`config.mk`:
```
export PLATFORM = sky130hd
export DESIGN_NAME = pipeline_late_wb
export DESIGN_NICKNAME = d
export VERILOG_FILES = /design/src/rtl/pipeline_late_wb_pkg.sv /design/src/rtl/pipeline_wb_queue.sv /design/src/rtl/pipeline_late_wb.sv
export SDC_FILE = /design/constraint.sdc
export NUM_CORES = 1
export LEC_CHECK = 0
export ABC_AREA = 1
export CAP_MARGIN = 5
export CELL_PAD_IN_SITES_DETAIL_PLACEMENT = 0
export CELL_PAD_IN_SITES_GLOBAL_PLACEMENT = 1
export CORE_UTILIZATION = 30
export DETAILED_ROUTE_END_ITERATION = 6
export PLACE_DENSITY_LB_ADDON = 0.1
export SLEW_MARGIN = 20
export SYNTH_ARGS = -nofsm -noshare
export SYNTH_HDL_FRONTEND = slang
export SYNTH_HIERARCHICAL = 1
export SYNTH_SLANG_ARGS = --single-unit
```
`constraint.sdc`:
```
create_clock -name clk -period 6.75 [get_ports clk]
set_input_delay 1.0125 -clock clk [delete_from_list [all_inputs] [get_ports clk]]
set_output_delay 1.0125 -clock clk [all_outputs]
set_load 0.005 [all_outputs]
```
`src/rtl/pipeline_late_wb_pkg.sv`:
```
// Shared widths, default queue depth and the write-entry record used by the
// late-writeback block and its write queue.
package pipeline_late_wb_pkg;

  localparam int REG_AW         = 5;
  localparam int DATA_W         = 32;
  localparam int QDEPTH_DEFAULT = 4;

  // One pending register-file write.
  typedef struct packed {
    logic [REG_AW-1:0] rd;
    logic [DATA_W-1:0] data;
  } wb_entry_t;

endpackage

```
`src/rtl/pipeline_wb_queue.sv`:
```
// Circular write queue: up to two pushes (push0 before push1) and one pop per
// cycle. Exposes the head entry, the occupancy and per-entry rd/valid so the
// parent can match source registers against pending writes.
module pipeline_wb_queue
  import pipeline_late_wb_pkg::*;
#(
  parameter  int QDEPTH = QDEPTH_DEFAULT,
  localparam int PW     = $clog2(QDEPTH),
  localparam int CW     = $clog2(QDEPTH + 1)
) (
  input  logic                           clk,
  input  logic                           rst,
  input  logic                           push0_valid,
  input  wb_entry_t                      push0_entry,
  input  logic                           push1_valid,
  input  wb_entry_t                      push1_entry,
  input  logic                           pop,
  output wb_entry_t                      head_entry,
  output logic [CW-1:0]                  count,
  output logic [QDEPTH-1:0]              entry_valid,
  output logic [QDEPTH-1:0][REG_AW-1:0]  entry_rd
);

  wb_entry_t         mem_q [QDEPTH];
  logic [PW-1:0]     head_q, head_d;
  logic [PW-1:0]     tail_q, tail_d;
  logic [PW-1:0]     tail1;
  logic [CW-1:0]     count_q, count_d;
  logic [QDEPTH-1:0] vld_q, vld_d;
  logic              pop_eff;
  logic              push1_eff;

  // Pointer increment that wraps at QDEPTH (works for non-power-of-two depths).
  function automatic logic [PW-1:0] ptr_inc(input logic [PW-1:0] p);
    return (p == PW'(QDEPTH - 1)) ? '0 : p + PW'(1);
  endfunction

  // Next-state for pointers, occupancy and per-slot valid bits; pop clears
  // the head slot before pushes set theirs, so a full-wrap reuse is correct.
  always_comb begin
    pop_eff   = pop && (count_q != '0);
    push1_eff = push0_valid && push1_valid;
    tail1     = ptr_inc(tail_q);
    head_d    = pop_eff ? ptr_inc(head_q) : head_q;
    tail_d    = tail_q;
    vld_d     = vld_q;
    if (pop_eff) begin
      vld_d[head_q] = 1'b0;
    end
    if (push0_valid) begin
      vld_d[tail_q] = 1'b1;
      tail_d        = tail1;
    end
    if (push1_eff) begin
      vld_d[tail1] = 1'b1;
      tail_d       = ptr_inc(tail1);
    end
    count_d = count_q + CW'(push0_valid) + CW'(push1_eff) - CW'(pop_eff);
  end

  // Control state register; reset empties the queue immediately.
  always_ff @(posedge clk or negedge rst) begin
    if (!rst) begin
      head_q  <= '0;
      tail_q  <= '0;
      count_q <= '0;
      vld_q   <= '0;
    end else begin
      head_q  <= head_d;
      tail_q  <= tail_d;
      count_q <= count_d;
      vld_q   <= vld_d;
    end
  end

  // Entry storage; contents are only meaningful where the valid bit is set.
  always_ff @(posedge clk) begin
    if (push0_valid) begin
      mem_q[tail_q] <= push0_entry;
    end
    if (push1_eff) begin
      mem_q[tail1] <= push1_entry;
    end
  end

  assign head_entry  = mem_q[head_q];
  assign count       = count_q;
  assign entry_valid = vld_q;

  genvar gi;
  generate
    for (gi = 0; gi < QDEPTH; gi++) begin : g_entry_rd
      assign entry_rd[gi] = mem_q[gi].rd;
    end
  endgenerate

endmodule

```
`src/rtl/pipeline_late_wb.sv`:
```
// Late-writeback merge: a one-cycle-late ALU result and an early result share
// one register-file write port. Oldest-first ordering (queue, late, early);
// overflow goes to the write queue, and stall throttles upstream issue.
module pipeline_late_wb
  import pipeline_late_wb_pkg::*;
#(
  parameter int QDEPTH = QDEPTH_DEFAULT
) (
  input  logic              clk,
  input  logic              rst,
  input  logic              late_issue_valid,
  input  logic [REG_AW-1:0] late_issue_rd,
  input  logic [DATA_W-1:0] late_result,
  input  logic              early_valid,
  input  logic [REG_AW-1:0] early_rd,
  input  logic [DATA_W-1:0] early_result,
  input  logic [REG_AW-1:0] rs_addr,
  input  logic [REG_AW-1:0] rt_addr,
  output logic              hazard_rs,
  output logic              hazard_rt,
  output logic              stall,
  output logic              rf_we,
  output logic [REG_AW-1:0] rf_waddr,
  output logic [DATA_W-1:0] rf_wdata
);

  localparam int CW = $clog2(QDEPTH + 1);

  logic              lv_q;
  logic [REG_AW-1:0] lrd_q;
  logic              rf_we_q, rf_we_d;
  logic [REG_AW-1:0] rf_waddr_q, rf_waddr_d;
  logic [DATA_W-1:0] rf_wdata_q, rf_wdata_d;

  logic                          q_push0_valid, q_push1_valid, q_pop;
  wb_entry_t                     q_push0_entry, q_push1_entry, q_head;
  logic [CW-1:0]                 q_count;
  logic [QDEPTH-1:0]             q_entry_valid;
  logic [QDEPTH-1:0][REG_AW-1:0] q_entry_rd;

  logic      late_raw, early_raw, accept, late_ok, early_ok;
  wb_entry_t late_e, early_e;
  logic [QDEPTH-1:0] qmatch_rs, qmatch_rt;

  pipeline_wb_queue #(.QDEPTH(QDEPTH)) u_queue (
    .clk         (clk),
    .rst         (rst),
    .push0_valid (q_push0_valid),
    .push0_entry (q_push0_entry),
    .push1_valid (q_push1_valid),
    .push1_entry (q_push1_entry),
    .pop         (q_pop),
    .head_entry  (q_head),
    .count       (q_count),
    .entry_valid (q_entry_valid),
    .entry_rd    (q_entry_rd)
  );

  // Arrivals writing r0 are dropped outright; a full queue drops everything new.
  assign late_raw  = lv_q && (lrd_q != '0);
  assign early_raw = early_valid && (early_rd != '0);
  assign accept    = (q_count != CW'(QDEPTH));
  assign late_ok   = late_raw && accept;
  assign early_ok  = early_raw && accept;
  assign late_e    = '{rd: lrd_q, data: late_result};
  assign early_e   = '{rd: early_rd, data: early_result};

  // Pick the oldest candidate for the write port and queue the rest in age order.
  always_comb begin
    rf_we_d       = 1'b0;
    rf_waddr_d    = rf_waddr_q;
    rf_wdata_d    = rf_wdata_q;
    q_pop         = 1'b0;
    q_push0_valid = 1'b0;
    q_push0_entry = '0;
    q_push1_valid = 1'b0;
    q_push1_entry = '0;
    if (q_count != '0) begin
      rf_we_d    = 1'b1;
      rf_waddr_d = q_head.rd;
      rf_wdata_d = q_head.data;
      q_pop      = 1'b1;
      if (late_ok) begin
        q_push0_valid = 1'b1;
        q_push0_entry = late_e;
        q_push1_valid = early_ok;
        q_push1_entry = early_e;
      end else if (early_ok) begin
        q_push0_valid = 1'b1;
        q_push0_entry = early_e;
      end
    end else if (late_ok) begin
      rf_we_d       = 1'b1;
      rf_waddr_d    = lrd_q;
      rf_wdata_d    = late_result;
      q_push0_valid = early_ok;
      q_push0_entry = early_e;
    end else if (early_ok) begin
      rf_we_d    = 1'b1;
      rf_waddr_d = early_rd;
      rf_wdata_d = early_result;
    end
  end

  // Late tag stage and registered register-file write port.
  always_ff @(posedge clk or negedge rst) begin
    if (!rst) begin
      lv_q       <= 1'b0;
      lrd_q      <= '0;
      rf_we_q    <= 1'b0;
      rf_waddr_q <= '0;
      rf_wdata_q <= '0;
    end else begin
      lv_q       <= late_issue_valid;
      lrd_q      <= late_issue_rd;
      rf_we_q    <= rf_we_d;
      rf_waddr_q <= rf_waddr_d;
      rf_wdata_q <= rf_wdata_d;
    end
  end

  genvar gi;
  generate
    for (gi = 0; gi < QDEPTH; gi++) begin : g_qmatch
      assign qmatch_rs[gi] = q_entry_valid[gi] && (q_entry_rd[gi] == rs_addr);
      assign qmatch_rt[gi] = q_entry_valid[gi] && (q_entry_rd[gi] == rt_addr);
    end
  endgenerate

  // Hazards flag any uncommitted write to the source; forced low during reset
  // so live inputs cannot leak through while the block is held.
  always_comb begin
    hazard_rs = rst && (rs_addr != '0) &&
                ((|qmatch_rs) ||
                 (lv_q && (lrd_q == rs_addr)) ||
                 (early_valid && (early_rd == rs_addr)) ||
                 (late_issue_valid && (late_issue_rd == rs_addr)) ||
                 (rf_we_q && (rf_waddr_q == rs_addr)));
    hazard_rt = rst && (rt_addr != '0) &&
                ((|qmatch_rt) ||
                 (lv_q && (lrd_q == rt_addr)) ||
                 (early_valid && (early_rd == rt_addr)) ||
                 (late_issue_valid && (late_issue_rd == rt_addr)) ||
                 (rf_we_q && (rf_waddr_q == rt_addr)));
  end

  assign stall    = rst && (q_count >= CW'(2));
  assign rf_we    = rf_we_q;
  assign rf_waddr = rf_waddr_q;
  assign rf_wdata = rf_wdata_q;

  // An arrival into a full queue means upstream ignored stall.
  a_no_overflow: assert property (@(posedge clk) disable iff (!rst)
    !((q_count == CW'(QDEPTH)) && (late_raw || early_raw)));

endmodule

```
==> impl.org <==
** STA
- For the final routed database, the setup TNS stands at 0 ps.
- Final Skew :: 12.1 ps
- Worst-case headroom to the max-slew limit :: 0.324
- Setup slack closes at 2040 ps.
- Final critical-path required period :: 4710 ps
- Setup violation total in the final timing report :: 0
- Fraction of the cycle the final worst path needs :: 0.697
- Across all hold checks on the routed design, the worst slack comes to 441 ps.
- Unrepaired setup endpoints after global routing :: no
- The final-report max-slew violation count was 0.
- Timing would allow up to 212 MHz.
- For the pin with the worst max-slew slack, the measured transition is 1010 ps.
- The final number of hold-violating endpoints came to 0.

** Logic synthesis
- Syn_area_per_cell :: 7.58 sq um
- Synthesized Nets :: 1851
- Netlist Area Pre-Place :: 13300 sq um
- Share of the yosys chip area belonging to registers :: 0.438
- Number of warnings reported in the yosys synthesis log :: 6
- After technology mapping, the gate count stands at 1752.
- Most used flip-flop cell after synthesis :: edfxtp_1
- In the synthesized netlist the async set-or-reset flop fraction comes to 0.271.
- Flip-flop and latch count after synthesis :: 203
- Netlist cell types :: 36
- Number of enable-type register cells in the synthesized netlist :: 148

** Routing
- The detailed router finished its first iteration with 811 violations.
- Number of nets with antenna violations after detailed routing :: 0
- In the final routed layout, each cell accounts on average for 19.4 um.
- The routed design has 46500 um of wire.
- Via-to-Cell Ratio :: 4.92
- Before antenna repair, the detailed router went through 5 iterations.
- After detailed routing, the number of remaining DRC violations is 0.
- Total via count in the routed design :: 11.8k

** Worst setup path
- In this run the worst path has a maximum fanout of 10.
- Crit path arrival time :: 3690 ps
- The critical path in this run is classified as in2out.
- STA classifies the critical path startpoint as a primary input.
- Worst endpoint required time :: 5740 ps
- STA classifies the critical path endpoint as an output port.
- In this run the critical register-to-register path is launched from u_queue/count[2].
- Startpoint of the most critical setup path :: rt_addr[4]

** Pwr
- P_int :: 0.00422 W
- Clock Power Share :: 0.210
- Largest voltage drop on the vdd net :: 0.000212 V
- Of the total power, the share spent switching nets is 0.416.
- Of the total power, registers draw 0.336.
- Summed over all nets, the switching power comes to 0.00300 W.
- Part of the total power dissipated in combinational logic :: 0.454
- Dividing total power by cell area gives a power density of 464 nW/um^2.
- Reported leakage power :: 6.57 nW

** Global routing
- The first global-routing pass estimated 71500 um of wire.
- Entering global routing, the biggest net connects 109 pins.
- Antenna violations before repair :: 0
- For this run, the total global-route usage over all layers was measured as 0.210.
- Total congestion overflow after global routing :: 0
- The number of global-route vias before repair came to 11.7k.

** Floorplanning
- Die footprint :: 45100 sq um
- Initial core utilization :: 0.306
- From left edge to right edge, the die measures 212 um.
- Row generation in the floorplan step produced 76 rows.
- During I/O placement, the number of pins put on the boundary was 129.
- The die is 212 um tall.
- Placeable core region :: 43400 sq um

** Final layout
- Layout Nets :: 1896
- The finished cells cover 15600 sq um.
- Across the whole layout, storage elements account for 5830 sq um.
- Post-synthesis to final-layout area growth :: 17.3%
- Fill cells :: 4595
- The repair_antennas step left the layout with diodes totalling 0.
- In the layout the commonest cells are nand2_1, nor2_1, nand3_1, edfxtp_1, o21ai_0.
- Most common cell after layout, fill and taps aside :: nand2_1
- Fraction of layout instances using a drive strength above 1 :: 0.107
- Summing all multi-input logic gate instances after layout gives 6220 sq um.

** CTS
- Maximum number of buffers from clock root to sink :: 3
- CTS built an H-tree with a depth of 1.
- TritonCTS built the clock tree.
- Counting the buffers created by CTS gives 26.
- Clock root buffer :: clkbuf_16
- Latest clock arrival within the worst-skew pair :: 550 ps
- Cells resized by post-CTS repair :: 0
- Number of hold buffers added after cts :: 0
- Post CTS Setup Buffer Count :: 0
- The tree built by TritonCTS fans out to 203 sinks.
- Clock-pin slew was measured on the worst setup and hold paths at 60 ps.

** Place
- Placed wire-length estimate after detailed placement :: 28200 um
- Setup WS pre-CTS :: 1810 ps
- Input and output buffers added on the ports amount to 128.
- Routability-driven placement finished with a final weighted congestion of 0.895.
- Post-placement cell area :: 14600 sq um

** Job
- The tool flagged a number of max-cap violations equal to 0.

** Status
- Outcome :: completed

** Hold path
- Hold crit path type :: in2async
[power groups by stage]
stage	clock network, W	registers [W]	logic (W)
floorplan	0	0.00227	0.00234
global placement	0	0.00245	0.00328
detailed placement	0	0.00245	0.00330
CTS	0.00157	0.00243	0.00331
global route	0.00161	0.00249	0.00370
finish	0.00152	0.00242	0.00328
[routing by layer]
layer	routed length, um	GRT usage
met1	21200	0.277
met2	21800	0.350
met3	2190	0.0315
met4	1350	0.0685
met5	0	0
[per-stage QoR]
step	utilization	power [W]	instances
floorplan	-	0.00461	1752
global placement	0.337	0.00572	2353
detailed placement	0.337	0.00575	2353
CTS	0.359	0.00731	2401
global route	0.359	0.00780	2402
finish	0.359	0.00722	2402
[cells by family (layout without fill, tap and decap cells)]
group	Yosys count	after routing	synth area share
DFF	203	203	0.438
xor gates and xnor gates	5	5	0.00330
buffers and inverters	242	307	0.0958
AOI/OAI and AO/OA	327	327	0.148
and+or+nand+nor	964	964	0.303
adders and majority gates	11	11	0.0115
[Yosys cell counts, types with 6 or more instances]
library cell / n / area share
a21oi_1: 9 / 0.0034
buf_2: 32 / 0.012
buf_4: 31 / 0.018
buf_6: 27 / 0.023
clkbuf_1: 38 / 0.011
dfrtp_1: 55 / 0.10
edfxtp_1: 148 / 0.33
ha_1: 9 / 0.0085
inv_1: 101 / 0.029
nand2_1: 579 / 0.16
nand3_1: 153 / 0.058
nand3_2: 10 / 0.0075
nor2_1: 176 / 0.050
nor3_1: 6 / 0.0023
o21ai_0: 145 / 0.055
o21ai_1: 61 / 0.023
o21ai_2: 73 / 0.048
o22ai_1: 37 / 0.017
or2_2: 27 / 0.013
[worst max-delay path, stage by stage]
cell             delay [ps]
clkdlybuf4s50_1         890
inv_1                   430
nand2_1                 140
nand2_1                  80
nor2_1                  130
nand3_1                 100
nand2_1                  80
nor2_1                   40
a21oi_1                 230
clkdlybuf4s50_1         560
[worst paths after layout]
kind	cells past startpoint	end	slack [ps]
max in group asynchronous	2	u_queue/head_q[0]	5400
min in group clk	2	rf_wdata[19]	480
hold reg to reg	2	rf_wdata[19]	480
hold / removal	1	lrd_q[1]	440
setup reg to reg	13	u_queue/mem_q[0][2]	2710
setup / recovery	10	hazard_rt	2040
[final cells by class]
type | instances | share of cell area
sequential | 203 | 0.374
tap | 585 | 0.0470
clock inverter | 15 | 0.0133
inverter | 110 | 0.0267
clock buffer | 33 | 0.0461
timing repair buffer | 149 | 0.0935
multi-input combinational | 1307 | 0.399
[registers in the layout (all words and copies together) (netlist names)]
register / flops
rf_we: 1
u_queue/count: 3
u_queue/mem_q: 148
lv_q: 1
rf_waddr: 5
lrd_q: 5
u_queue/tail_q: 2
u_queue/entry_valid: 4
u_queue/head_q: 2
rf_wdata: 32
Note: power is estimated with default switching activity, not from simulation.
